==> config.mk <==
export PLATFORM = sky130hd
export DESIGN_NAME = hex_scan
export DESIGN_NICKNAME = d
export VERILOG_FILES = /design/src/rtl/hex_scan.sv
export SDC_FILE = /design/constraint.sdc
export NUM_CORES = 1
export LEC_CHECK = 0
export BUFFER_PORTS_ARGS = -buffer_cell sky130_fd_sc_hd__buf_2
export CAP_MARGIN = 25
export CORE_ASPECT_RATIO = 1.4
export CORE_UTILIZATION = 57
export DETAILED_ROUTE_END_ITERATION = 16
export HOLD_SLACK_MARGIN = 0.15
export PLACE_DENSITY = 0.77
export SLEW_MARGIN = 20
export SYNTH_ARGS = -nofsm -noshare
export SYNTH_HDL_FRONTEND = slang
export SYNTH_SLANG_ARGS = --single-unit
==> constraint.sdc <==
create_clock -name clk -period 2.54 [get_ports clk]
set_clock_uncertainty 0.1 [all_clocks]
set_input_delay 0.254 -clock clk [delete_from_list [all_inputs] [get_ports clk]]
set_output_delay 0.254 -clock clk [all_outputs]
set_load 0.1 [all_outputs]
==> src/rtl/hex_scan.sv <==
// hex_scan: time-multiplexed digit scanner that feeds a hex-to-seven-segment
// decoder. A packed multi-digit value is accepted over valid/ready into a
// single pending buffer. The buffer is copied to the displayed (shadow) copy
// only at a frame boundary, so a frame never mixes old and new digits.
//
// Ports:
//   clk          system clock
//   reset_n      asynchronous active-low reset
//   load_valid   load_data is valid this cycle
//   load_ready   pending buffer empty; transfer on load_valid && load_ready
//   load_data    packed value, digit i = load_data[4i+3:4i], digit 0 = LSD
//   blank_lz     leading-zero blanking enable, sampled at every slot change
//   nibble       nibble of the active digit (decoder input)
//   digit_en     one-hot active-low digit select
//   blank        active digit must be dark
//   frame_start  one-cycle pulse when digit 0 becomes active after a wrap
module hex_scan #(
  parameter int unsigned DIGITS = 6,
  parameter int unsigned DIV    = 1000
) (
  input  logic                  clk,
  input  logic                  reset_n,
  input  logic                  load_valid,
  output logic                  load_ready,
  input  logic [4*DIGITS-1:0]   load_data,
  input  logic                  blank_lz,
  output logic [3:0]            nibble,
  output logic [DIGITS-1:0]     digit_en,
  output logic                  blank,
  output logic                  frame_start
);

  localparam int unsigned PW = (DIV > 1) ? $clog2(DIV) : 1;
  localparam int unsigned IW = $clog2(DIGITS);

  localparam logic [PW-1:0]     PRE_LAST  = PW'(DIV - 1);
  localparam logic [IW-1:0]     IDX_LAST  = IW'(DIGITS - 1);
  localparam logic [DIGITS-1:0] EN_FIRST  = ~(DIGITS'(1));

  logic [4*DIGITS-1:0] pending;
  logic                pend_full;
  logic [4*DIGITS-1:0] shadow;
  logic [PW-1:0]       presc;
  logic [IW-1:0]       idx;

  logic                slot_wrap;
  logic                frame_wrap;
  logic                xfer;
  logic [IW-1:0]       idx_nx;
  logic [4*DIGITS-1:0] shadow_nx;
  logic [DIGITS-1:0]   zero_from;
  logic [3:0]          nibble_nx;
  logic [DIGITS-1:0]   en_nx;
  logic                blank_nx;

  assign load_ready = !pend_full;

  always_comb begin
    slot_wrap  = (presc == PRE_LAST);
    frame_wrap = slot_wrap && (idx == IDX_LAST);
    xfer       = load_valid && !pend_full;
    idx_nx     = (idx == IDX_LAST) ? '0 : idx + IW'(1);
    shadow_nx  = (frame_wrap && pend_full) ? pending : shadow;
  end

  // zero_from[i]: digits i..DIGITS-1 of the shadow that is current after
  // this edge are all zero. Using shadow_nx lets blanking at a frame
  // boundary follow the newly committed value.
  always_comb begin
    zero_from = '0;
    zero_from[DIGITS-1] = (shadow_nx[4*DIGITS-1 -: 4] == 4'h0);
    for (int unsigned i = DIGITS - 1; i > 0; i--) begin
      zero_from[i-1] = zero_from[i] && (shadow_nx[4*(i-1) +: 4] == 4'h0);
    end
  end

  always_comb begin
    nibble_nx = '0;
    en_nx     = '1;
    blank_nx  = 1'b0;
    for (int unsigned i = 0; i < DIGITS; i++) begin
      if (idx_nx == IW'(i)) begin
        nibble_nx = shadow_nx[4*i +: 4];
        en_nx[i]  = 1'b0;
        blank_nx  = blank_lz && (i != 0) && zero_from[i];
      end
    end
  end

  always_ff @(posedge clk or negedge reset_n) begin
    if (!reset_n) begin
      pending     <= '0;
      pend_full   <= 1'b0;
      shadow      <= '0;
      presc       <= '0;
      idx         <= '0;
      nibble      <= '0;
      digit_en    <= EN_FIRST;
      blank       <= 1'b0;
      frame_start <= 1'b0;
    end else begin
      frame_start <= frame_wrap;
      presc       <= slot_wrap ? '0 : presc + PW'(1);
      shadow      <= shadow_nx;
      // A transfer needs an empty buffer and the boundary only drains a
      // full one, so the two branches are mutually exclusive.
      if (xfer) begin
        pending   <= load_data;
        pend_full <= 1'b1;
      end else if (frame_wrap && pend_full) begin
        pend_full <= 1'b0;
      end
      if (slot_wrap) begin
        idx      <= idx_nx;
        nibble   <= nibble_nx;
        digit_en <= en_nx;
        blank    <= blank_nx;
      end
    end
  end

endmodule

---- After elaboration in Yosys (flattened, before gate mapping) ----
Cells that the tools add are included.
storage, ports and cells
  input bits .............................. 28
  register bits ........................... 74
cells by class
  multiplexer cells ....................... 22
  $add $sub $neg .......................... 2
  equal/unequal tests ..................... 7
  reduce and logical (&&, ||, !) cells .... 20
operators by type and width
  cell                                           count
  two-way mux 24 bit                             1
  two-way mux 4 bit                              6
  logical NOT 4 bit                              5
  two-way mux 1 bit                              13
  logical AND 1 bit                              12
  adder 10 x 1 -> 10 bit, second input constant  1
  == test 10 bit, second input constant          1
  two-way mux 10 bit                             1
  == test 3 bit, second input constant           3
  == test 3 x 2 -> 1 bit, second input constant  2
  adder 3 x 1 -> 3 bit, second input constant    1
  == test 3 x 1 -> 1 bit, second input constant  1
  logical NOT 3 bit                              1
  two-way mux 3 bit                              1
  nonzero test 2 bit                             1
  logical NOT 1 bit                              1

---- Depth between registers and ports, before layout ----
  depth after elaboration ................. 15
  depth in mapped cells ................... 8
  depth with buffers taken out ............ 5

---- Least setup slack after synthesis ----
Ideal clock, no wire load.
  path type ............................... reg2reg
  from .................................... register presc[3]
  to ...................................... register nibble[0]
  setup slack ............................. 711 ps
  period minus slack after synthesis ...... 1829 ps
  library setup time ...................... 120 ps
  stages on the path, launching flop included .. 6
  data arrival time ....................... 1609 ps
  data required time ...................... 2320 ps
  buffers on the path ..................... 0
  cell sequence ........................... dfrtp_1 and4bb_2 nand4_4 mux2_4 a21o_1 a31o_1
between the ends
  cells in the longest elaborated chain, start to end .. 10
ends and longest elaborated chain
  element                         line  RTL
  from (decl)                     43    logic [PW-1:0] presc;
  from (signal assigned)          103   presc <= slot_wrap ? '0 : presc + PW'(1);
  == test 10 bit                  59    slot_wrap = (presc == PRE_LAST);
  logical AND 1 bit               60    frame_wrap = slot_wrap && (idx == IDX_LAST);
  logical AND 1 bit               63    shadow_nx = (frame_wrap && pend_full) ? pending : shadow;
  two-way mux 24 bit              63
  net shadow_nx[0]                50    logic [4*DIGITS-1:0] shadow_nx;
  two-way mux 4 bit (6 in a row)  82    if (idx_nx == IW'(i)) begin
  to (signal assigned)            115   nibble <= nibble_nx;
  to (decl)                       27    output logic [3:0] nibble,
The timed path passes the listed nets, and every way through them passes these cells.
A chain may end at the register's enable or synchronous reset.

---- Final worst setup path ----
  from .................................... register presc[0]
  to ...................................... register nibble[3]
Same word-level chain as after synthesis.

==> results.json <==
{
  "drive_gt1_frac": 0.2807,
  "reg2regPathDepth": 6,
  "synth-async-reset-ratio": 1.000,
  "synth.area.top_cells": "dfrtp_1 (53%), mux2_2 (11%), nand2_1 (6.5%), dfstp_2 (4.1%), nor2_1 (2.8%)",
  "rsz0062_at_grt": "false",
  "leakagePower_uw": 0.001944,
  "multiInputGateArea_sq_um": 1272,
  "grt_pass1_vias": 2434,
  "cts_root_buffer": "clkbuf_8",
  "synth_cell_types": 42,
  "ys_ff_latch": 74,
  "path_max_fanout": 18,
  "syn_area_sq_um": 3231,
  "cts_made_buffers": 9,
  "status": "complete, no violations",
  "pwr-share-seq": 0.558,
  "syn-mean-instance-area_sq_um": 10.80,
  "synth_top_cell_by_area": "dfrtp_1",
  "dp_slack_ns": 0.4963,
  "switching_share": 0.2212,
  "synth_compound_area_frac": 0.08947,
  "viasPerCell": 5.446,
  "drt_wl_total_microns": 6655,
  "timing.final.ws_setup_ns": 0.4965,
  "die-area_sq_um": 5977,
  "fp-row-count": 32,
  "hold_buffers": 26,
  "die_h_microns": 91.08,
  "maxCapViolCount": 0,
  "path_class": "register to register",
  "grt.total_usage": 0.2538,
  "synth_simple_gate_area_frac": 0.1615,
  "drc_errors": 0,
  "maxSlewViolCount": 0,
  "drt_first_pass_iters": 4,
  "core_area_sq_um": 5485,
  "fin_crit_sh": 0.8045,
  "drtAntennaViolNets": 0,
  "tns_ns": 0,
  "antenna_found_initial": 0,
  "finalWeightedCongestion": 0.8704,
  "nNetsFinal": 398,
  "via_count": 2407,
  "wl_per_cell_microns": 15.06,
  "synth_edf_count": 0,
  "critPathRequiredTime_ns": 2.67,
  "ys_seq_area_frac": 0.5751,
  "htree_levels": 3,
  "worstMarginPinSlew_ns": 0.6730,
  "synthAdderAreaFrac": 0.003873,
  "synthXorXnorAreaFrac": 0.01627,
  "syn_nets": 328,
  "grt_max_degree": 47,
  "synth_top_area_share": 0.5345,
  "power.share.clock": 0.387,
  "reg2reg_from": "presc[0]",
  "p_sw_uw": 495.9,
  "finalPower_uw": 2242,
  "synthFlopType": "dfrtp_1",
  "worst_setup_path_end_kind": "register",
  "clk_latency_ns": 0.35,
  "regArea_sq_um": 1858,
  "clkTransAtPathRegs_ns": 0.08,
  "syn_inst": 299,
  "slew_headroom": 0.5513,
  "setup_viol": 0,
  "synth_top_family_by_area": "simple AND/OR/NAND/NOR gates",
  "r2r_end": "nibble[3]",
  "die_width_microns": 65.63,
  "gr-total-overflow": 0,
  "post-route-min-period_ns": 2.043,
  "cp_data_arrival_time_ns": 2.17,
  "grt_pass1_wl_microns": 11120,
  "p_int_uw": 1746,
  "drt_iter0_markers": 171,
  "min_path_cells": 4,
  "max_freq_mhz": 489.4,
  "synthMuxAreaShare": 0.1220,
  "cts_setup_buffers": 0,
  "worstHoldPathType": "primary input to register",
  "post-dp-hpwl_microns": 4456,
  "post_cts_resized": 0,
  "power_frac_comb": 0.055,
  "clock_path_buffers": 2,
  "cp-start-kind": "register",
  "syn2layout_area_growth_pct": 23.04,
  "yosys_warnings": 0,
  "crit_path_end": "nibble[3]",
  "clock-sinks": 74,
  "cts_tree": "done",
  "portBuffers": 40,
  "fillers": 384,
  "r2r_setup_slack_ns": 0.50,
  "critPathLaunch": "presc[0]",
  "diodes": 0,
  "ir_drop_mv": 0.5365,
  "initial_core_util": 0.5890,
  "boundaryPins": 41,
  "power_density_nw_per_um2": 564.1,
  "hold_viol_final": 0
}
-- cells in the final DEF (no fill, tap or decap), drive strengths merged, types with 2 or more instances in the layout --
| cell type | n |
|---|---|
| nand2 | 56 |
| nor2 | 24 |
| dfstp | 5 |
| and4 | 2 |
| nor3 | 4 |
| a31oi | 9 |
| nand3 | 6 |
| nand4 | 3 |
| a21oi | 5 |
| o211ai | 3 |
| inv | 9 |
| o221ai | 2 |
| clkbuf | 10 |
| nor2b | 2 |
| buf | 49 |
| mux2 | 32 |
| xnor2 | 2 |
| and3 | 2 |
| nor4 | 5 |
| o21ai | 16 |
| clkinv | 4 |
| xor2 | 4 |
| dlygate4sd3 | 26 |
| and2 | 3 |
| mux2i | 3 |
| o21bai | 3 |
| dfrtp | 69 |
-- worst min path at each step --
stage | slack (ns) | to | from
6_report | 0.34 | blank | blank_lz
5_1_grt | 0.36 | blank | blank_lz
4_1_cts | 0.33 | blank | blank_lz
3_5_place_dp | 0.22 | presc[0] | reset_n
3_3_place_gp | 0.22 | pending[23] | reset_n
2_1_floorplan | -0.14 | blank | reset_n
-- power by group through the flow --
| stage | Sequential (uW) | Combinational, uW | Clock, uW |
|---|---|---|---|
| floorplan | 1260 | 40.6 | 0 |
| global route | 1260 | 136 | 944 |
| global placement | 1270 | 87.6 | 0 |
| finish | 1250 | 122 | 868 |
| detailed placement | 1270 | 91.7 | 0 |
| CTS | 1250 | 122 | 876 |
-- metrics by stage --
step | cell area [sq um] | std cells | utilization | hold WS, ns
6_report | 3975 | 442 | 0.7247 | 0.3359
5_1_grt | 3975 | 442 | 0.7247 | 0.3565
2_1_floorplan | 3231 | 299 | - | -0.1416
3_5_place_dp | 3530 | 400 | 0.6435 | 0.2197
4_1_cts | 3975 | 442 | 0.7247 | 0.3296
3_3_place_gp | 3530 | 400 | 0.6435 | 0.2233
-- cells by family (layout without fill, tap and decap cells) --
group | Yosys count | after routing
AO/OA/AOI/OAI | 46 | 46
XOR/XNOR | 6 | 6
adder cells (fa/ha/maj) | 1 | 1
buffers and inverters | 25 | 100
flip-flops | 74 | 74
multiplexers | 35 | 35
AND/OR/NAND/NOR | 112 | 112
-- state kept, by name, indices dropped and copies added, names as in the netlist, 3 cells and up --
register	flops
pending	24
shadow	24
idx	3
digit_en	6
presc	10
nibble	4
-- worst max-delay path, stage by stage, from the launching register on --
cell	delay, ns
dfrtp_1	0.40
ha_1	0.37
nand4_4	0.26
buf_4	0.28
mux2_2	0.29
o21bai_1	0.13
o21ai_0	0.09
-- area by class of cell --
type                            count  share of cell area
Sequential cell                    74              0.4674
Multi-Input combinational cell    200              0.3201
Timing Repair Buffer               75              0.1360
Clock buffer                       10             0.03211
Tap cell                           68             0.02140
Clock inverter                      6             0.01448
Inverter                            9            0.008499
-- metal layers --
layer,part of all wire,track usage,vias up
li1,-,-,1180
met1,0.40,0.2889,1153
met2,0.54,0.4294,61
met3,0.035,0.06784,13
met4,0.024,0.1214,0
met5,0,0,-
-- synth_stat cells, types with 4 or more instances --
library cell  instances
a31oi_1               9
clkbuf_1             11
a21oi_1               5
buf_2                 4
nor3_1                4
dfstp_2               5
nor4_1                5
xor2_1                4
inv_1                 9
o21ai_0              16
dfrtp_1              69
nand3_1               6
nor2_1               24
nand2_1              56
mux2_2               31
No activity file was read; power rests on OpenSTA's default activity.
